<file path="src/rtl/sram_fifo_spi_drain.sv">
// Pulls 32-bit words from the SRAM FIFO and streams them MSB-first as bytes to the SPI slave TX port.
// Optional build macro SPI_DRAIN_SEQ_CHECK_EN adds a consecutive-word check that drives seq_err.
module sram_fifo_spi_drain #(
  parameter int CNT_W       = 16,
  parameter int MIN_AVAIL   = 1,
  parameter int TIMEOUT_CYC = 16
) (
  input  logic             clk,
  input  logic             rst,
  input  logic             xfer_start,
  input  logic [CNT_W-1:0] xfer_words,
  input  logic             xfer_abort,
  output logic             xfer_busy,
  output logic             xfer_done,
  output logic             xfer_err,
  output logic             fifo_re,
  input  logic [31:0]      fifo_data,
  input  logic             fifo_data_rdy,
  input  logic             fifo_busy,
  input  logic [21:0]      fifo_available,
  output logic [7:0]       tx_byte,
  output logic             tx_valid,
  input  logic             tx_ready,
  output logic             seq_err
);

  localparam int TMO_W = $clog2(TIMEOUT_CYC) + 1;
  localparam logic [TMO_W-1:0] TMO_LIMIT = TMO_W'(TIMEOUT_CYC);
  localparam logic [TMO_W-1:0] TMO_LAST  = TMO_W'(TIMEOUT_CYC - 1);
  localparam logic [21:0]      AVAIL_MIN = 22'(MIN_AVAIL);
  localparam logic [CNT_W-1:0] ONE_WORD  = CNT_W'(1);

  typedef enum logic [2:0] {
    S_IDLE,
    S_ARM,
    S_WAIT,
    S_SEND,
    S_DONE
  } state_e;

  state_e           state_q, state_d;
  logic [CNT_W-1:0] remaining_q, remaining_d;
  logic [TMO_W-1:0] tmo_q, tmo_d;
  logic [31:0]      word_q, word_d;
  logic [1:0]       byte_idx_q, byte_idx_d;
  logic             busy_q, busy_d;
  logic             done_q, done_d;
  logic             err_q, err_d;
  logic             re_q, re_d;
  logic             tx_valid_q, tx_valid_d;
  logic [7:0]       tx_byte_q, tx_byte_d;
  logic             start_acc;
  logic             capture;

  function automatic logic [7:0] pick_byte(input logic [31:0] w, input logic [1:0] idx);
    case (idx)
      2'd0:    pick_byte = w[31:24];
      2'd1:    pick_byte = w[23:16];
      2'd2:    pick_byte = w[15:8];
      default: pick_byte = w[7:0];
    endcase
  endfunction

  // TX handshake: a byte moves on any rising edge where tx_valid && tx_ready; while tx_valid
  // is high and not accepted, tx_byte and tx_valid hold. Each word is always sent in full.
  always_comb begin
    state_d     = state_q;
    remaining_d = remaining_q;
    tmo_d       = tmo_q;
    word_d      = word_q;
    byte_idx_d  = byte_idx_q;
    busy_d      = busy_q;
    done_d      = 1'b0;
    err_d       = err_q;
    re_d        = 1'b0;
    tx_valid_d  = tx_valid_q;
    tx_byte_d   = tx_byte_q;
    start_acc   = 1'b0;
    capture     = 1'b0;

    case (state_q)
      S_IDLE: begin
        if (xfer_start) begin
          start_acc = 1'b1;
          busy_d    = 1'b1;
          if (xfer_words == '0) begin
            done_d  = 1'b1;
            state_d = S_DONE;
          end else begin
            state_d = S_ARM;
          end
        end
      end
      S_ARM: begin
        if (xfer_abort) begin
          done_d  = 1'b1;
          state_d = S_DONE;
        end else if (!fifo_busy && fifo_available >= AVAIL_MIN) begin
          re_d    = 1'b1;
          tmo_d   = '0;
          state_d = S_WAIT;
        end
      end
      S_WAIT: begin
        if (fifo_data_rdy) begin
          capture    = 1'b1;
          byte_idx_d = 2'd0;
          tx_byte_d  = pick_byte(fifo_data, 2'd0);
          tx_valid_d = 1'b1;
          state_d    = S_SEND;
        end else if (tmo_q >= TMO_LAST) begin
          tmo_d   = TMO_LIMIT;
          err_d   = 1'b1;
          done_d  = 1'b1;
          state_d = S_DONE;
        end else begin
          tmo_d = tmo_q + 1'b1;
        end
      end
      S_SEND: begin
        if (tx_ready) begin
          if (byte_idx_q == 2'd3) begin
            tx_valid_d  = 1'b0;
            remaining_d = remaining_q - ONE_WORD;
            if (remaining_q == ONE_WORD || xfer_abort) begin
              done_d  = 1'b1;
              state_d = S_DONE;
            end else begin
              state_d = S_ARM;
            end
          end else begin
            byte_idx_d = byte_idx_q + 2'd1;
            tx_byte_d  = pick_byte(word_q, byte_idx_d);
          end
        end
      end
      S_DONE: begin
        busy_d  = 1'b0;
        state_d = S_IDLE;
      end
      default: state_d = S_IDLE;
    endcase

    if (start_acc) begin
      remaining_d = xfer_words;
      err_d       = 1'b0;
    end
    if (capture) begin
      word_d = fifo_data;
    end
  end

  always_ff @(posedge clk) begin
    if (rst) begin
      state_q     <= S_IDLE;
      remaining_q <= '0;
      tmo_q       <= '0;
      word_q      <= '0;
      byte_idx_q  <= '0;
      busy_q      <= 1'b0;
      done_q      <= 1'b0;
      err_q       <= 1'b0;
      re_q        <= 1'b0;
      tx_valid_q  <= 1'b0;
      tx_byte_q   <= '0;
    end else begin
      state_q     <= state_d;
      remaining_q <= remaining_d;
      tmo_q       <= tmo_d;
      word_q      <= word_d;
      byte_idx_q  <= byte_idx_d;
      busy_q      <= busy_d;
      done_q      <= done_d;
      err_q       <= err_d;
      re_q        <= re_d;
      tx_valid_q  <= tx_valid_d;
      tx_byte_q   <= tx_byte_d;
    end
  end

  assign xfer_busy = busy_q;
  assign xfer_done = done_q;
  assign xfer_err  = err_q;
  assign fifo_re   = re_q;
  assign tx_valid  = tx_valid_q;
  assign tx_byte   = tx_byte_q;

`ifdef SPI_DRAIN_SEQ_CHECK_EN
  // word_q still holds the previous word at the moment a new one is captured.
  logic seq_err_q, seq_err_d;
  logic first_q, first_d;

  always_comb begin
    seq_err_d = seq_err_q;
    first_d   = first_q;
    if (start_acc) begin
      seq_err_d = 1'b0;
      first_d   = 1'b1;
    end else if (capture) begin
      first_d = 1'b0;
      if (!first_q && fifo_data != word_q + 32'd1) begin
        seq_err_d = 1'b1;
      end
    end
  end

  always_ff @(posedge clk) begin
    if (rst) begin
      seq_err_q <= 1'b0;
      first_q   <= 1'b0;
    end else begin
      seq_err_q <= seq_err_d;
      first_q   <= first_d;
    end
  end

  assign seq_err = seq_err_q;
`else
  assign seq_err = 1'b0;
`endif

endmodule

</file>
<file path="config.mk">
export PLATFORM = sky130hd
export DESIGN_NAME = sram_fifo_spi_drain
export DESIGN_NICKNAME = d
export VERILOG_FILES = /design/src/rtl/sram_fifo_spi_drain.sv
export SDC_FILE = /design/constraint.sdc
export NUM_CORES = 1
export LEC_CHECK = 0
export BUFFER_PORTS_ARGS = -buffer_cell sky130_fd_sc_hd__clkbuf_2
export CORE_UTILIZATION = 57
export DETAILED_ROUTE_END_ITERATION = 8
export GPL_ROUTABILITY_DRIVEN = 0
export GPL_TIMING_DRIVEN = 1
export HOLD_SLACK_MARGIN = 0.05
export PLACE_DENSITY_LB_ADDON = 0.15
export SLEW_MARGIN = 20
export SYNTH_ARGS = -nofsm -noshare
export SYNTH_HDL_FRONTEND = slang
export SYNTH_SLANG_ARGS = --single-unit
</file>
<file path="constraint.sdc">
create_clock -name clk -period 2.66 [get_ports clk]
set_input_delay 0.532 -clock clk [delete_from_list [all_inputs] [get_ports clk]]
set_output_delay 0.532 -clock clk [all_outputs]
set_load 0.005 [all_outputs]
</file>
-- After elaboration in Yosys (flattened, before gate mapping)
Cells that the tools add are included.
- memories: 0
- bits in read-only memories: 0
- input port bits: 77
- latch bits: 0
- flip-flop bits (word level): 71
- word-level logic and storage cells: 105
- output and inout bits: 14
- bits in writable memories: 0
- order comparisons: 2
- bitwise logic cells: 2
- equal/unequal tests: 18
- divide/modulo/power cells: 0
- mux-type cells: 48
- shifts and indexed selects: 0
- multipliers: 0
- add/subtract/negate cells: 3
- reduce and logical (&&, ||, !) cells: 21
- operator list (cell ; number):
    $mux 16 ; 4
    $mux 3 ; 9
    $mux 8 ; 3
    $pmux 8 s3 ; 1
    $ge 22x1->1 const B ; 1
    $mux 5 ; 4
    $mux 1 ; 17
    $eq 16x1->1 const B ; 1
    $logic_not 16->1 ; 1
    $ne 2x2->1 const B ; 8
    $pmux 8 s2 ; 1
    $sub 16x1->16 const B ; 1
    $pmux 3 s4 ; 1
    $reduce_and 4->1 ; 3
    $reduce_bool 2->1 ; 6
    $pmux 5 s2 ; 1
    $eq 3x2->1 const B ; 2
    $mux 2 ; 3
    $ne 3x3->1 const B ; 2
    $reduce_and 3->1 ; 2
    $add 5x1->5 const B ; 1
    $ge 5x4->1 const B ; 1
    $reduce_and 5->1 ; 1
    $eq 2x2->1 const B ; 2
    other kinds (16) ; 18

-- Depth between registers and ports, before layout
- word-level depth: 6
- mapped depth: 9
- gate-level depth less buffers: 8

-- Least setup slack after synthesis
No wires, ideal clock.
- path kind: input to register
- start point: in fifo_available[2]
- end point: reg tmo_q[0]
- path slack: 0.802 ns
- stages on the path: 3
- arrival: 1.772 ns
- required time: 2.574 ns
- library setup time: 0.086 ns
- buffers on the path: 0
- cell sequence: or4_1 -> o41a_2 -> a211oi_1
- longest elaborated chain between the ends: 4
- RTL lines (what ; RTL line ; text):
    start, declared ; 20 ; input logic [21:0] fifo_available,
    $ge 22x1->1 ; 98 ; end else if (!fifo_busy && fifo_available >= AVAIL_MIN) begin
    $logic_and 1x1->1 ; 98 ;
    $ne 2x2->1 (no source line) ; - ;
    $reduce_and 4->1 (no source line) ; - ;
    end signal, assigned ; 169 ; tmo_q <= tmo_d;
    end, declared ; 43 ; logic [TMO_W-1:0] tmo_q, tmo_d;
Every way passes these cells.
A chain may end at the register's enable or synchronous reset.

-- Worst setup path in the final report
- start point: reg state_q[1]
- end point: reg tx_byte_q[4], in the netlist tx_byte[4]
- longest elaborated chain between the ends: 3
- elaborated cells between the ends (all ways): 8
- those cells by class: 5 x eq/ne; 1 x mux; 2 x reduce/logical
- RTL lines (what ; RTL line ; text):
    start, declared ; 41 ; state_e state_q, state_d;
    start signal, assigned ; 167 ; state_q <= state_d;
    $eq 3x2->1 ; 81 ; case (state_q)
    $ne 2x2->1 (no source line) or $reduce_bool 2->1 (tied branches) ; - ;
    $reduce_and 4->1 (no source line) ; - ;
    end signal, assigned ; 177 ; tx_byte_q <= tx_byte_d;
    end, declared ; 51 ; logic [7:0] tx_byte_q, tx_byte_d;
Parallel ways exist; a longest one is shown, timed or not.

==> results.tsv <==
stage	metric	value	unit
timing	fmax	444	MHz
power	power_density	824	nW/um^2
final_layout	num_antenna_cells	0	
synth	yosys.area.top_type	dfxtp_1	
hold_path	min-delay-path-class	in2reg	
cts	ctsRootBufferMaster	clkbuf_8	
power	p_switching	1.24	mW
final_layout	nets	600	
cts	maximum_buffer_depth_of_the_clock_tree	2	
synth	synthArstFlopShare	0	
synth	yosys_register_bits	71	
place	port_buffers	89	
final_layout	fraction_of_final_layout_cells_sized_beyond_drive_strength_1	0.247	
routing	dr.pass1.iters	6	
timing	timing.max_slew.rel_slack	0.579	
grt	globalRoute.totalOverflow	0	
timing	final-setup-viol-count	0	
routing	dr_total_vias	3515	
grt	grt_start_max_net_pins	34	
setup_path	critical_path_arrival	2510	ps
power	power.combinational.fraction	0.328	
routing	wire_per_inst	14.9	microns
grt	first_global_vias	2971	
synth	ys_top_cells_by_area	dfxtp_1, nand2_1, a21oi_1	
cts	post_cts.resized_instances	0	
setup_path	path_max_fanout	18	
timing	final.setup_skew	8.42	ps
synth	synth-seq-area-share	0.406	
final_layout	layout.core_utilization	0.703	
setup_path	timing.critical_path.from	state_q[1]	
setup_path	crit-reg2reg-launch	state_q[1]	
timing	final.hold.worst_slack	377	ps
timing	timing.final.ws_setup	407	ps
routing	drtAntennaViolNets	0	
place	post_detailed_placement_half_perimeter_wirelength	6290	microns
power	power.share.switching	0.362	
power	worst_ir_drop_on_vdd	0.415	mV
floorplanning	placementRows	28	
floorplanning	core-area	5920	sq um
setup_path	cp.required	2920	ps
final_layout	area_delta_synth_final	18.8	%
timing	period_needed	2250	ps
timing	slew_violations	0	
floorplanning	effective_utilization_at_floorplan	0.592	
setup_path	setup.worst_path.start_class	flop	
grt	first_pass_grt_wire_length	14200	microns
flow_run	drv_cap	0	
synth	synth-main-ff-cell	dfxtp_1	
power	cell_internal_pwr	2.19	mW
routing	postRouteWirelength	8830	microns
cts	cts_setup_buffers	0	
synth	synthCells	438	
timing	hold_violation_count_in_the_final_report	0	
routing	detail_route.vias_per_cell	5.92	
floorplanning	die_width	80.4	microns
routing	drc_errors	0	
hold_path	worstHoldStart	fifo_busy	
cts	clk_latency	340	ps
grt	grt.total_usage	0.284	
cts	path_clk_slew	80	ps
synth	yosys-top-cells-count	nand2_1, dfxtp_1, a21oi_1, nor2_1, clkbuf_1	
synth	yosys.cell_count.top_type	nand2_1	
power	power.share.clock	0.252	
cts	cts-hold-fix-buffers	0	
floorplanning	io_pins	91	
place	post-place-ws	378	ps
cts	tritoncts	yes	
synth	yosys_warnings	0	
setup_path	timing.reg2reg.setup_slack	410	ps
power	static_leakage	1.66	nW
cts	clock_buffer_count_from_cts	9	
synth	synthesis.nets	524	
power	p_seq_frac	0.420	
timing	tns	0	ps
synth	post_synth_instance_area	3500	sq um
synth	synth_edf_count	0	
timing	tightestPinTransition	631	ps
grt	grt_antenna_before_repair	0	
floorplanning	die_y	80.4	microns
setup_path	crit_path_end_kind	flop	
floorplanning	die_outline_area	6460	sq um
timing	unrepaired_setup_endpoints_after_global_routing	false	
synth	syn_area_per_cell	8.00	sq um
setup_path	worst-setup-path-type	reg2reg	
synth	yosysUniqueCellTypes	61	
run_status	status	completed	
final_layout	fill_cells	529	
timing	timing.final.crit_share	0.847	
cts	htree_num_levels	3	
synth	synth_top_area_share	0.406	
cts	cts_num_sinks	71	
routing	drt_iter0_drc	292	
==> path summary, 6_finish.rpt <==
path,to,cells after the start
worst max register to register,tx_byte[4],5
worst min-delay path,fifo_re,2
worst min register to register,word_q[12],2
worst max-delay path,tx_byte[4],5
==> critical path: stages, from the launching register on <==
cell and delay, ps:
dfxtp_1 600, nand3b_1 380, o21ai_0 320, o21a_1 520, nor2_1 80, a311oi_1 260
==> cell families after synthesis <==
| logic type | after synthesis | share of synthesized area |
|---|---|---|
| flops | 71 | 0.406 |
| mux | 1 | 0.00321 |
| simple gates | 193 | 0.273 |
| buf+inv | 41 | 0.0496 |
| compound gates | 122 | 0.236 |
| fa+ha+maj | 9 | 0.0321 |
| other cells | 1 | 0.00107 |
==> state kept, by name, summed over array words and instances, names as in the netlist, 2 cells and up <==
name,cells
state_q,3
byte_idx_q,2
tmo_q,5
word_q,32
tx_byte,8
remaining_q,16
==> placed cells by master, fill, tap and decap left out, drive strengths merged, types with 2 or more instances in the layout <==
cell type	count
a311oi	7
a2111oi	2
o31ai	2
a31oi	7
o22ai	2
ha	9
o211ai	10
nor4	15
dfxtp	71
a222oi	8
a211oi	6
and2	4
o21a	3
or2	3
a21oi	50
buf	8
or4	6
o21ai	8
a2bb2oi	2
clkbuf	100
nand3b	2
nand2	95
nor3	9
nand2b	4
and3	5
a221oi	4
a22oi	3
nor2	27
nand4	3
nor3b	2
or4b	2
nand3	9
inv	10
or3b	2
clkinv	2
==> routing by layer <==
layer	wire length [microns]	global-route usage	vias up
met5	0	0	-
met4	95	0.0857	0
met3	571	0.0591	13
met2	4040	0.414	132
met1	4120	0.413	1620
li1	-	-	1750
==> final cells by class <==
cell class | instances | area (sq um) | area share
Multi-Input combinational cell | 326 | 1910 | 0.459
Tap cell | 75 | 93.8 | 0.0226
Inverter | 9 | 33.8 | 0.00812
Sequential cell | 71 | 1420 | 0.342
Clock inverter | 5 | 56.3 | 0.0135
Clock buffer | 11 | 141 | 0.0340
Timing Repair Buffer | 97 | 505 | 0.122
==> per-stage QoR <==
step | instances | power, mW | area (sq um)
after floorplan | 438 | 2.25 | 3500
after global routing | 594 | 3.65 | 4160
final | 594 | 3.43 | 4160
after global placement | 578 | 2.54 | 3960
after detailed placement | 578 | 2.57 | 3960
after CTS | 594 | 3.43 | 4160
==> power by group through the flow <==
stage / logic, mW / registers, mW / clock network [mW]
6_report: 1.12 / 1.44 / 0.865
5_1_grt: 1.26 / 1.47 / 0.930
4_1_cts: 1.12 / 1.43 / 0.879
3_5_place_dp: 1.11 / 1.46 / 0
3_3_place_gp: 1.09 / 1.45 / 0
2_1_floorplan: 0.867 / 1.39 / 0
No activity file was read; power rests on OpenSTA's default activity.
